File: src/rtl/exmem_wb_block.sv
// M and WB stages: data-memory access with a ready handshake, then the register-file write port.
// Latency: EX capture at edge n reaches WB after edge n+1. Stall holds EX while the memory is not ready.
module exmem_wb_block (
  input  logic        CLK,
  input  logic        RST,
  input  logic [31:0] ALUResult,
  input  logic [31:0] StoreData,
  input  logic        Dmem1ALUOUT,
  input  logic        DmemREB,
  input  logic        DmemWEB,
  input  logic [4:0]  IDEXrd,
  input  logic        IDEXregWrite,
  output logic [31:0] dmem_addr,
  output logic [31:0] dmem_wdata,
  output logic        dmem_reb,
  output logic        dmem_web,
  input  logic [31:0] dmem_rdata,
  input  logic        dmem_ready,
  output logic        Stall,
  output logic [4:0]  EXMEMrd,
  output logic        EXMEMregWrite,
  output logic [31:0] EXMEMvalue,
  output logic [31:0] regfile_indata,
  output logic [4:0]  WBrd,
  output logic        WBregWrite
);

  localparam logic [1:0] M_IDLE   = 2'd0;
  localparam logic [1:0] M_ACCESS = 2'd1;
  localparam logic [1:0] M_WAIT   = 2'd2;

  logic [1:0]  state;
  logic [1:0]  state_nxt;

  logic [31:0] m_alu;
  logic [31:0] m_store;
  logic        m_sel;
  logic        m_reb;
  logic        m_web;
  logic [4:0]  m_rd;
  logic        m_rw;

  logic [31:0] wb_data;
  logic [4:0]  wb_rd;
  logic        wb_we;

  logic        cap_load;
  logic        cap_store;
  logic        cap_mem;
  logic        cap_rw;

  // A store issued together with a load wins; the load and its writeback are dropped.
  assign cap_store = ~DmemWEB;
  assign cap_load  = ~DmemREB & DmemWEB;
  assign cap_mem   = cap_load | cap_store;
  assign cap_rw    = IDEXregWrite & (IDEXrd != 5'd0) & ~(~DmemREB & ~DmemWEB);

  assign Stall = (state != M_IDLE) & ~dmem_ready;

  always_comb begin
    state_nxt = state;
    case (state)
      M_IDLE:           state_nxt = cap_mem ? M_ACCESS : M_IDLE;
      M_ACCESS, M_WAIT: begin
        if (!dmem_ready) state_nxt = M_WAIT;
        else             state_nxt = cap_mem ? M_ACCESS : M_IDLE;
      end
      default:          state_nxt = M_IDLE;
    endcase
  end

  always_ff @(posedge CLK or posedge RST) begin
    if (RST) begin
      state   <= M_IDLE;
      m_alu   <= 32'd0;
      m_store <= 32'd0;
      m_sel   <= 1'b0;
      m_reb   <= 1'b0;
      m_web   <= 1'b0;
      m_rd    <= 5'd0;
      m_rw    <= 1'b0;
      wb_data <= 32'd0;
      wb_rd   <= 5'd0;
      wb_we   <= 1'b0;
    end else begin
      state <= state_nxt;
      if (!Stall) begin
        m_alu   <= ALUResult;
        m_store <= StoreData;
        m_sel   <= Dmem1ALUOUT;
        m_reb   <= ~cap_load;
        m_web   <= DmemWEB;
        m_rd    <= IDEXrd;
        m_rw    <= cap_rw;
        wb_data <= m_sel ? dmem_rdata : m_alu;
        wb_rd   <= m_rd;
        wb_we   <= m_rw;
      end else begin
        wb_we   <= 1'b0;
      end
    end
  end

  // Strobes are gated by the state so reset releases them without waiting for a clock.
  assign dmem_reb   = (state == M_IDLE) | m_reb;
  assign dmem_web   = (state == M_IDLE) | m_web;
  assign dmem_addr  = m_alu;
  assign dmem_wdata = m_store;

  assign EXMEMrd       = m_rd;
  assign EXMEMregWrite = m_rw & ~m_sel;
  assign EXMEMvalue    = m_alu;

  assign regfile_indata = wb_data;
  assign WBrd           = wb_rd;
  assign WBregWrite     = wb_we;

endmodule

File: config.mk
export PLATFORM = sky130hd
export DESIGN_NAME = exmem_wb_block
export DESIGN_NICKNAME = d
export VERILOG_FILES = /design/src/rtl/exmem_wb_block.sv
export SDC_FILE = /design/constraint.sdc
export NUM_CORES = 1
export LEC_CHECK = 0
export ABC_AREA = 1
export CORE_MARGIN = 2
export CORE_UTILIZATION = 43
export CTS_CLUSTER_DIAMETER = 30
export DETAILED_ROUTE_END_ITERATION = 16
export PLACE_DENSITY_LB_ADDON = 0.3
export REMOVE_ABC_BUFFERS = 1
export SETUP_SLACK_MARGIN = 0.2
export SLEW_MARGIN = 20
export SYNTH_ARGS = -nofsm -noshare
export SYNTH_HDL_FRONTEND = slang
export SYNTH_SLANG_ARGS = --single-unit
File: constraint.sdc
create_clock -name CLK -period 8.01 [get_ports CLK]
set_input_delay 1.2015 -clock CLK [delete_from_list [all_inputs] [get_ports CLK]]
set_output_delay 1.2015 -clock CLK [all_outputs]
set_load 0.005 [all_outputs]
==> results.md <==
| Group | Result | Reported |
|:---|:---|:---|
| timing | Worst slack on hold paths | 474.1 ps |
| critical path | Critical path endpoint category | primary output |
| grt | Initial antenna violation count | 0 |
| pwr | Power density over cell area | 370.2 nW/µm² |
| finish | Synth-to-Final Area Change | 58.46% |
| critical path | Stage delay of the slowest cell on the critical path | 550 ps |
| timing | Setup skew after layout | 7.299 ps |
| clock tree | Clock transition at the registers of the reported paths | 50 ps |
| timing | Achievable Freq | 0.2713 GHz |
| timing | Fin crit period | 3686 ps |
| routing | Detailed-route via count | 4543 |
| grt | Global-route usage over all layers | 22.37% |
| outcome | Outcome | completed |
| finish | Layout cell share with drive strength beyond 1 | 4.674% |
| routing | First-pass detailed-route iteration total | 4 |
| logic synthesis | Netlist cell types | 16 |
| floorplan | Placeable Area | 11320 µm² |
| timing | Final hold vios | 0 |
| finish | Post-layout nets | 910 |
| routing | Post-detailed-route via-to-cell ratio | 4.752 |
| pwr | Total power of the final layout | 0.002905 W |
| timing | Part of the cycle the worst path needs | 46.02% |
| timing | Setup repair after global routing missed its margin | false |
| grt | Via count of the first global-routing pass | 4492 |
| floorplan | Number of primary I/O pins | 251 |
| grt | Overall overflow remaining after global route | 0 |
| run | Max_cap viols | 0 |
| grt | First-pass GRT wire length | 22310 µm |
| clock tree | Number of buffers created by CTS | 17 |
| timing | Setup violators final | 0 |
| clock tree | CTS tree | done |
| pwr | Worst IR Drop VDD | 0.0001998 V |
| clock tree | Clk Latency, worst-skew pair | 400 ps |
| routing | Avg WL per Cell | 14.06 µm |
| critical path | CP Max Fanout | 3 |
| clock tree | Number of buffers between clock root and the deepest sink | 2 |
| routing | DRC violation count after routing | 0 |
| floorplan | Area of the die | 12390 µm² |
| min path | Min-delay worst type | flip-flop to flip-flop |
| clock tree | H-Tree Level Count | 4 |
| finish | Count of inserted antenna diode cells | 0 |
| timing | Measured slew at the worst slew-check pin | 1071 ps |
| logic synthesis | Synth Instances | 590 |
| floorplan | Initial core utilization | 43.74% |
| critical path | Crit path arrival time | 2480 ps |
| logic synthesis | Number of register bits inferred by synthesis | 113 |
| floorplan | Die Width | 111.3 µm |
| logic synthesis | Fraction of the yosys area taken by sequential cells | 57.10% |
| finish | Final non-filler cell area | 7848 µm² |
| routing | Antenna Violating Nets Remaining | 0 |
| routing | Iteration-0 DRC count of the detailed router | 303 |
| pwr | P_leak | 3.738 nW |
| place | Number of buffers added on ports | 250 |
| critical path | Cell breakdown of the critical path | clkdlybuf4s50_1 > nor2_4 > clkdlybuf4s50_1 |
| clock tree | Master cell of the clock root buffer | sky130_fd_sc_hd__clkbuf_16 |
| floorplan | Rows | 39 |
| logic synthesis | Warnings, synthesis | 0 |
| logic synthesis | Netlist area before placement | 4952 µm² |
| timing | Setup_tns | 0 ps |
| timing | Worst rel slew slack | 28.61% |
| timing | Max-slew violation count | 0 |
| clock tree | CTS Hold Buffers Added | 0 |
| finish | Most common cell after layout, fill and taps aside | sky130_fd_sc_hd__nand2_1 |
| clock tree | TritonCTS Sinks | 113 |
| clock tree | Post_cts resized | 0 |
| critical path | Cell at the slowest stage of the critical path | sky130_fd_sc_hd__clkdlybuf4s50_1 |
| place | Detail Placement HPWL | 9124 µm |
| critical path | Crit Path Category | input pin to primary output |
| grt | Pin count of the biggest net entering global routing | 112 |
| critical path | Required time of the critical path | 6810 ps |
| floorplan | Overall die height | 111.3 µm |
| logic synthesis | Syn avg cell area | 8.394 µm² |
| routing | Post-detailed-routing wire length | 13440 µm |
| place | Placed standard-cell area | 7226 µm² |
| finish | Most used cells in the layout excluding fill and tap cells | sky130_fd_sc_hd__nand2_1 (277), sky130_fd_sc_hd__clkdlybuf4s50_1 (250), sky130_fd_sc_hd__dfrtp_1 (112) |
| critical path | Startpoint types | input pin |
| critical path | Most Frequent Cell on Critical Path | sky130_fd_sc_hd__clkdlybuf4s50_1 |
| clock tree | Post-CTS setup buffers | 0 |
| place | Global placer's final weighted congestion | 0.8198 |
## cells in the mapped netlist
cell type,count,area share (%)
sky130_fd_sc_hd__or2_2,1,0.13
sky130_fd_sc_hd__nand3_1,1,0.10
sky130_fd_sc_hd__clkbuf_1,5,0.38
sky130_fd_sc_hd__inv_1,45,3.4
sky130_fd_sc_hd__nor2_1,7,0.53
sky130_fd_sc_hd__ha_1,2,0.51
sky130_fd_sc_hd__buf_6,5,1.1
sky130_fd_sc_hd__nor3_1,1,0.10
sky130_fd_sc_hd__inv_2,1,0.076
sky130_fd_sc_hd__dfrtp_1,113,57
sky130_fd_sc_hd__nor2_4,1,0.23
sky130_fd_sc_hd__o21ai_0,60,6.1
sky130_fd_sc_hd__buf_2,12,1.2
sky130_fd_sc_hd__o21ai_1,18,1.8
sky130_fd_sc_hd__buf_4,41,6.2
sky130_fd_sc_hd__nand2_1,277,21
## cell type report
| cell class | count | area (µm²) |
|---|---|---|
| flip-flops and latches | 113 | 2829 |
| fillers | 901 | 3473 |
| inverters | 46 | 176.4 |
| repair buffers | 254 | 2532 |
| well taps | 143 | 178.9 |
| clock buffers | 22 | 464.2 |
| multi-input cells | 368 | 1509 |
| clock inverters | 10 | 157.7 |
## per-layer routing
layer  routed length (µm)  vias to the layer above  share of wire, %  track usage (%)
met5                    0                        -                 0                0
met4                  229                        0               1.7            7.819
met3                 1194                       20               8.9            7.818
met2                 6604                      219                49            37.20
met1                 5414                     2112                40            27.24
li1                     -                     2192                 -                -
## power by group
group	total [W]	leakage, nW	switching (W)	internal [W]
clock	0.000784	0.296	0.000249	0.000535
sequential	0.000958	1.35	0.000151	0.000807
combinational	0.00116	2.09	0.000508	0.000656
total	0.00290	3.74	0.000908	0.00200
## through the flow
step / std cells / setup WS [ps] / utilization, %
2_1_floorplan: 527 / 3821 / -
4_1_cts: 956 / 4287 / 69.32
6_report: 956 / 4324 / 69.32
3_5_place_dp: 924 / 4287 / 63.83
3_3_place_gp: 924 / 4284 / 63.83
5_1_grt: 956 / 4261 / 69.32
## cell families after synthesis
kind of cell             after synthesis  synth area share [%]
buffers and inverters                109                 12.43
AO/OA/AOI/OAI                         78                 7.883
flip-flops                           113                 57.10
AND/OR/NAND/NOR                      288                 22.08
adder cells (fa/ha/maj)                2                0.5052
## worst paths after layout
path,startpoint,endpoint,slack [ps],cells past startpoint
worst max register to register,state[0],regfile_indata[29],5840,5
min in group asynchronous,RST,EXMEMvalue[3],1280,2
worst min-delay path,regfile_indata[8],regfile_indata[8],470,2
worst min register to register,regfile_indata[8],regfile_indata[8],470,2
worst max-delay path,dmem_ready,Stall,4320,3
max in group asynchronous,RST,m_web,5530,3
## sequential cells by signal, indices dropped and copies added, names as in the netlist
register	count
EXMEMvalue	32
dmem_wdata	32
regfile_indata	32
EXMEMrd	5
WBrd	5
state	2
WBregWrite	1
m_reb	1
m_rw	1
m_sel	1
m_web	1
## critical path, delay by kind of cell
kind                   cells  cell delay (ps)
buffers and inverters      2             1040
AND/OR/NAND/NOR            1              230
(Power assumes the default switching activity.)
